[src/rtl/sar_capture_fifo_pkg.sv]
// sar_pkg: shared types and defaults for the SAR conversion sequencer.
//   sar_state_e    - sequencer FSM states (IDLE/START/BUSY/GAP)
//   SAR_DATA_W     - default SAR result width
//   SAR_MIN_PERIOD - default floor on the conversion period
//   SAR_TIMEOUT    - default cnvst-to-eoc cycle allowance
//   avg_last()     - last sample index of an averaging block (2^a - 1)
package sar_pkg;

  localparam int SAR_DATA_W     = 10;
  localparam int SAR_MIN_PERIOD = 16;
  localparam int SAR_TIMEOUT    = 63;

  typedef enum logic [1:0] {
    IDLE  = 2'd0,
    START = 2'd1,
    BUSY  = 2'd2,
    GAP   = 2'd3
  } sar_state_e;

  function automatic logic [2:0] avg_last(input logic [1:0] a);
    logic [2:0] r;
    case (a)
      2'd0:    r = 3'd0;
      2'd1:    r = 3'd1;
      2'd2:    r = 3'd3;
      default: r = 3'd7;
    endcase
    return r;
  endfunction

endpackage

[src/rtl/sar_sync_fifo.sv]
// sar_sync_fifo: synchronous show-ahead FIFO.
//   clk, rst       - clock, synchronous active-high reset
//   push/push_data - write request and word; ignored when full unless popping
//   pop            - consume head word; ignored when empty
//   rd_data        - head word, valid whenever empty is low
//   full/empty     - occupancy flags
//   level          - occupancy, 0..DEPTH
module sar_sync_fifo #(
  parameter int DATA_W = 10,
  parameter int DEPTH  = 4
) (
  input  logic                       clk,
  input  logic                       rst,
  input  logic                       push,
  input  logic [DATA_W-1:0]          push_data,
  input  logic                       pop,
  output logic [DATA_W-1:0]          rd_data,
  output logic                       full,
  output logic                       empty,
  output logic [$clog2(DEPTH):0]     level
);

  localparam int AW = $clog2(DEPTH);

  logic [DATA_W-1:0] mem [DEPTH];
  logic [AW-1:0]     wr_ptr;
  logic [AW-1:0]     rd_ptr;
  logic [AW:0]       cnt;
  logic              do_push;
  logic              do_pop;

  assign full    = (cnt == (AW+1)'(DEPTH));
  assign empty   = (cnt == '0);
  assign do_pop  = pop & ~empty;
  // When full, a push is only taken if the head leaves in the same cycle;
  // the write lands on the slot being vacated.
  assign do_push = push & (~full | do_pop);
  assign rd_data = mem[rd_ptr];
  assign level   = cnt;

  always_ff @(posedge clk) begin
    if (do_push) mem[wr_ptr] <= push_data;
  end

  always_ff @(posedge clk) begin
    if (rst) begin
      wr_ptr <= '0;
      rd_ptr <= '0;
      cnt    <= '0;
    end else begin
      if (do_push) wr_ptr <= wr_ptr + AW'(1);
      if (do_pop)  rd_ptr <= rd_ptr + AW'(1);
      case ({do_push, do_pop})
        2'b10:   cnt <= cnt + (AW+1)'(1);
        2'b01:   cnt <= cnt - (AW+1)'(1);
        default: cnt <= cnt;
      endcase
    end
  end

endmodule

[src/rtl/sar_capture_fifo.sv]
// sar_capture_fifo: SAR conversion sequencer, averager and result buffer.
//   clk, rst      - system clock, synchronous active-high reset
//   en            - run enable
//   period        - cycles between cnvst pulses (floored at MIN_PERIOD)
//   avg_log2      - 2^avg_log2 samples averaged per output word
//   sar_in/eoc_in - SAR result and its end-of-conversion strobe
//   cnvst         - one-cycle registered conversion start
//   out_data/out_valid/out_ready - show-ahead FIFO head with handshake
//   level         - FIFO occupancy
//   ovf           - sticky: word dropped on full FIFO
//   err_timeout   - sticky: conversion never finished
//   clr_flags     - clears both sticky flags (a coincident set wins)
//   busy          - sequencer not idle
module sar_capture_fifo
  import sar_pkg::*;
#(
  parameter int DATA_W     = SAR_DATA_W,
  parameter int DEPTH      = 4,
  parameter int PERIOD_W   = 8,
  parameter int MIN_PERIOD = SAR_MIN_PERIOD,
  parameter int TIMEOUT    = SAR_TIMEOUT
) (
  input  logic                      clk,
  input  logic                      rst,
  input  logic                      en,
  input  logic [PERIOD_W-1:0]       period,
  input  logic [1:0]                avg_log2,
  input  logic [DATA_W-1:0]         sar_in,
  input  logic                      eoc_in,
  output logic                      cnvst,
  output logic [DATA_W-1:0]         out_data,
  output logic                      out_valid,
  input  logic                      out_ready,
  output logic [$clog2(DEPTH):0]    level,
  output logic                      ovf,
  output logic                      err_timeout,
  input  logic                      clr_flags,
  output logic                      busy
);

  localparam int TW = $clog2(TIMEOUT + 1);
  localparam int AW = DATA_W + 3;

  sar_state_e          state, state_nxt;
  logic [PERIOD_W-1:0] per_q;
  logic [PERIOD_W-1:0] per_floor;
  logic [1:0]          avg_q;
  logic [PERIOD_W-1:0] pcnt;
  logic [TW-1:0]       tcnt;
  logic [AW-1:0]       acc;
  logic [AW-1:0]       sum;
  logic [2:0]          scnt;
  logic                capture;
  logic                tmo;
  logic                push_q;
  logic [DATA_W-1:0]   push_data_q;
  logic                cnvst_q;
  logic                ovf_q;
  logic                err_q;
  logic                fifo_full;
  logic                fifo_empty;
  logic                pop;
  logic                drop;

  assign per_floor = (period < PERIOD_W'(MIN_PERIOD)) ? PERIOD_W'(MIN_PERIOD) : period;
  assign sum       = acc + {3'b000, sar_in};

  always_comb begin
    state_nxt = state;
    capture   = 1'b0;
    tmo       = 1'b0;
    case (state)
      IDLE:  if (en) state_nxt = START;
      START: state_nxt = BUSY;
      BUSY: begin
        if (eoc_in) begin
          capture   = 1'b1;
          state_nxt = GAP;
        end else if (tcnt == TW'(TIMEOUT)) begin
          tmo       = 1'b1;
          state_nxt = GAP;
        end
      end
      GAP: begin
        // >= rather than == so a timeout longer than the period still exits.
        if (pcnt >= per_q - PERIOD_W'(1)) state_nxt = en ? START : IDLE;
      end
      default: state_nxt = IDLE;
    endcase
  end

  always_ff @(posedge clk) begin
    if (rst) begin
      state       <= IDLE;
      per_q       <= PERIOD_W'(MIN_PERIOD);
      avg_q       <= '0;
      pcnt        <= '0;
      tcnt        <= '0;
      acc         <= '0;
      scnt        <= '0;
      push_q      <= 1'b0;
      push_data_q <= '0;
      cnvst_q     <= 1'b0;
      ovf_q       <= 1'b0;
      err_q       <= 1'b0;
    end else begin
      state   <= state_nxt;
      cnvst_q <= (state == START);

      // The START cycle counts as 0, so START-to-START spacing is per_q.
      if (state == START)  pcnt <= PERIOD_W'(1);
      else if (pcnt != '1) pcnt <= pcnt + PERIOD_W'(1);

      if (state == START)     tcnt <= '0;
      else if (state == BUSY) tcnt <= tcnt + TW'(1);

      push_q <= 1'b0;
      if (state == IDLE) begin
        per_q <= per_floor;
        avg_q <= avg_log2;
        acc   <= '0;
        scnt  <= '0;
      end else if (capture) begin
        if (scnt == avg_last(avg_q)) begin
          push_q      <= 1'b1;
          push_data_q <= DATA_W'(sum >> avg_q);
          acc         <= '0;
          scnt        <= '0;
        end else begin
          acc  <= sum;
          scnt <= scnt + 3'd1;
        end
      end

      if (tmo)            err_q <= 1'b1;
      else if (clr_flags) err_q <= 1'b0;

      if (drop)           ovf_q <= 1'b1;
      else if (clr_flags) ovf_q <= 1'b0;
    end
  end

  assign pop  = out_ready & ~fifo_empty;
  assign drop = push_q & fifo_full & ~pop;

  sar_sync_fifo #(
    .DATA_W (DATA_W),
    .DEPTH  (DEPTH)
  ) u_fifo (
    .clk       (clk),
    .rst       (rst),
    .push      (push_q),
    .push_data (push_data_q),
    .pop       (pop),
    .rd_data   (out_data),
    .full      (fifo_full),
    .empty     (fifo_empty),
    .level     (level)
  );

  assign out_valid   = ~fifo_empty;
  assign cnvst       = cnvst_q;
  assign ovf         = ovf_q;
  assign err_timeout = err_q;
  assign busy        = (state != IDLE);

endmodule

[config.mk]
export PLATFORM = sky130hd
export DESIGN_NAME = sar_capture_fifo
export DESIGN_NICKNAME = d
export VERILOG_FILES = /design/src/rtl/sar_capture_fifo_pkg.sv /design/src/rtl/sar_sync_fifo.sv /design/src/rtl/sar_capture_fifo.sv
export SDC_FILE = /design/constraint.sdc
export NUM_CORES = 1
export LEC_CHECK = 0
export CAP_MARGIN = 15
export CORE_MARGIN = 2
export CORE_UTILIZATION = 50
export DETAILED_ROUTE_END_ITERATION = 10
export HOLD_SLACK_MARGIN = 0.03
export PLACE_DENSITY = 0.73
export SLEW_MARGIN = 0
export SYNTH_ARGS = -nofsm -noshare
export SYNTH_HDL_FRONTEND = slang
export SYNTH_SLANG_ARGS = --single-unit
[constraint.sdc]
create_clock -name clk -period 2.2 [get_ports clk]
set_input_delay 0.33 -clock clk [delete_from_list [all_inputs] [get_ports clk]]
set_output_delay 0.33 -clock clk [all_outputs]
set_load 0.1 [all_outputs]
==> impl_metrics.env <==
export IMPL_synth_top_flop_cell="dfxtp_1"
export IMPL_rows=37
export IMPL_yosysUniqueCellTypes=52
export IMPL_ys_top_cells_by_area="dfxtp_1 25%, edfxtp_1 23%, ha_1 7.4%"
export IMPL_grt_pass1_vias=4028
export IMPL_period_needed_ns=2.343
export IMPL_clock_latency_ns=0.37
export IMPL_ir_drop_uv=398.8
export IMPL_cts_tree="built"
export IMPL_cts_buffer_depth=2
export IMPL_syn_avg_cell_area_um2=10.58
export IMPL_track_usage_pct=20.64
export IMPL_worst_slew_pin_slew_ns=0.4633
export IMPL_syn_area_mm2=0.005248
export IMPL_vias=4055
export IMPL_worstSetupStartpointType="input pin"
export IMPL_p_clk_share_pct=21.5
export IMPL_powerDensity_mw_per_mm2=759.6
export IMPL_drc=0
export IMPL_finalClockSkew_ns=0.01452
export IMPL_ios=44
export IMPL_hp_class="reg2reg"
export IMPL_synth_seq_cells=105
export IMPL_synth_top_area_share_pct=24.80
export IMPL_leakage_nw=2.642
export IMPL_netlist_instances=496
export IMPL_final_nets=650
export IMPL_port_buffer_count=43
export IMPL_cts_buffers=9
export IMPL_p_int_mw=3.361
export IMPL_clkSinkCount=105
export IMPL_critPathRequiredTime_ns=2.47
export IMPL_finalSetupTns_ns=-0.4332
export IMPL_max_slew_margin_pct=69.07
export IMPL_endpoint_kind="flip-flop"
export IMPL_start_util_pct=51.06
export IMPL_synth_edf_count=40
export IMPL_r2r_slack_ns=-0.13
export IMPL_die_h_um=106.4
export IMPL_cp_slowest_cell="clkdlybuf4s50_1"
export IMPL_min_to="acc[0]"
export IMPL_cp_cell_sequence="clkdlybuf4s50_1 -> ha_4 -> nand4_1 -> a211oi_2 -> o31ai_2 -> buf_4 -> o211ai_1 -> nor2_1 -> a211o_1 -> a32o_1"
export IMPL_clockRootBuffer="clkbuf_8"
export IMPL_synth_most_common_cell="dfxtp_1"
export IMPL_synthesis_nets=555
export IMPL_gp_congestion=0.9541
export IMPL_htree_levels=3
export IMPL_fin_util_pct=66.36
export IMPL_violations="negative setup slack"
export IMPL_dieArea_mm2=0.01133
export IMPL_power_frac_comb_pct=34.9
export IMPL_drt_initial_drc_count=243
export IMPL_wl_per_cell_um=15.70
export IMPL_drv_slew=0
export IMPL_r2r_start="acc[0]"
export IMPL_min_from="acc[0]"
export IMPL_area_growth_pct=29.97
export IMPL_worst_path_largest_cell_delay_ns=0.45
export IMPL_wl_um=11500
export IMPL_critPathKind="in2reg"
export IMPL_synthTopCellsByCount="65 x dfxtp_1, 59 x nor2_1, 40 x edfxtp_1"
export IMPL_setup_viol=10
export IMPL_rsz0062_at_grt="yes"
export IMPL_final_layout_size_suffix_gt1_share_pct=27.01
export IMPL_worstHoldPathCells=2
export IMPL_yosysTopAreaCell="dfxtp_1"
export IMPL_grt_max_degree=32
export IMPL_cp_arrival_ns=2.61
export IMPL_seqPwrFrac_pct=43.7
export IMPL_fmax_mhz=426.9
export IMPL_dp_cells=710
export IMPL_sw_frac_of_total_pct=35.14
export IMPL_clkTransAtPathRegs_ns=0.10
export IMPL_vias_per_cell=5.540
export IMPL_yosysWarnings=0
export IMPL_die_x_um=106.4
export IMPL_grt_first_pass_wirelength_um=18800
export IMPL_drtAntennaViolNets=0
export IMPL_antenna_found_initial=0
export IMPL_finalNonFillerCells=732
export IMPL_hold_violations=0
export IMPL_cap_violations=0
export IMPL_period_share_pct=106.5
export IMPL_hold_slack_ns=0.4896
export IMPL_fillerInstances=787
export IMPL_outcome="complete, but fails checks"
export IMPL_async_flop_share_pct=0
export IMPL_worst_slack_ns=-0.1426
export IMPL_n_antenna_cell=0
export IMPL_grt_remaining_overflow=0
export IMPL_reg2reg_depth=9
export IMPL_crit_fanout=4
export IMPL_p_switching_mw=1.820
export IMPL_core_area_mm2=0.01028
export IMPL_firstDrtPassIters=4
export IMPL_ys_seq_area_share_pct=47.69
export IMPL_r2r_end="push_data_q[8]"
export IMPL_dp_final_hpwl_um=8197
[metal layers]
metal  wire (µm)  part of all wire [%]  up-vias  GRT usage, %
met2        5773                    50       84         35.58
li1            -                     -     1987             -
met3         379                   3.3       21         2.882
met4         221                   1.9        0         6.865
met5           0                     0        -             0
met1        5121                    45     1963         26.82
[layout by cell type (no fill, tap or decap), types with 7 or more instances in the layout]
master / n
buf_4: 70
dfxtp_1: 56
nor2_1: 55
edfxtp_1: 40
nand2_1: 29
inv_1: 24
ha_1: 23
a21oi_1: 22
clkdlybuf4s50_1: 18
mux2i_1: 15
mux4_2: 14
xor2_1: 14
nand3_1: 11
buf_12: 11
xnor2_1: 10
o21ai_0: 10
clkbuf_8: 9
nor2b_1: 8
and2_1: 8
nand4_1: 8
ha_4: 8
nor3_1: 7
[registers in the layout, indices dropped and copies added (netlist names), named ones only]
signal	count
u_fifo.level	3
err_timeout	1
avg_q	2
scnt	3
push_q	1
state	2
pcnt	8
tcnt	6
u_fifo.wr_ptr	2
acc	13
per_q	8
cnvst	1
ovf	1
u_fifo.mem	40
push_data_q	10
u_fifo.rd_ptr	2
[timing repair]
action / in CTS / in global routing
resized for setup: 20 / 38
endpoints found under the hold margin: 0 / 0
endpoints found under the setup margin: 14 / 16
hold buffers: 0 / 0
buffers inserted: 2 / 6
pin swaps: 17 / 28
[per-stage QoR]
stage	instance area [µm²]	total power, mW	worst slack, ns
2_1_floorplan	5303	3.442	-0.06078
3_3_place_gp	6325	3.960	-0.5263
3_5_place_dp	6325	4.021	-0.5720
4_1_cts	6596	5.152	-0.07990
5_1_grt	6820	5.458	-0.2445
6_report	6820	5.181	-0.1426
[how the worst max path moves through the flow]
stage               startpoint         endpoint  slack, ns  cells after the start
4_1_cts                 acc[0]   push_data_q[7]      -0.08                     10
5_1_grt              sar_in[6]   push_data_q[8]      -0.24                     10
3_3_place_gp         sar_in[0]   push_data_q[8]      -0.53                     10
2_1_floorplan  u_fifo.level[0]  u_fifo.level[2]      -0.06                      8
3_5_place_dp         sar_in[0]   push_data_q[8]      -0.57                     10
6_report             sar_in[6]   push_data_q[8]      -0.14                     10
[power by group through the flow]
stage / Clock [mW] / Sequential (mW) / Combinational, mW
2_1_floorplan: 0 / 2.31 / 1.13
3_3_place_gp: 0 / 2.28 / 1.68
3_5_place_dp: 0 / 2.29 / 1.73
4_1_cts: 1.13 / 2.26 / 1.76
5_1_grt: 1.20 / 2.28 / 1.98
6_report: 1.11 / 2.26 / 1.81
[cell families after synthesis]
kind of cell,count (synthesis),share of synthesized area (%)
and+or+nand+nor,158,14.57
adders and majority gates,33,8.154
DFF,105,47.69
buffers and inverters,46,3.600
xor gates and xnor gates,28,4.673
AOI/OAI and AO/OA,96,12.23
muxes,30,9.084
[area by class of cell]
class	count	area, µm²	area share, %
Inverter	24	90.09	1.321
Tap cell	136	170.2	2.495
Clock inverter	7	52.55	0.7705
Timing Repair Buffer	106	1010	14.80
Multi-Input combinational cell	345	2850	41.79
Clock buffer	9	123.9	1.816
Sequential cell	105	2524	37.00
[critical path: cells and delay by family]
kind / cells / cell delay (ns)
AO/OA/AOI/OAI: 5 / 1.11
buffers and inverters: 2 / 0.59
adder cells (fa/ha/maj): 1 / 0.31
AND/OR/NAND/NOR: 2 / 0.26
(Power assumes the default switching activity.)
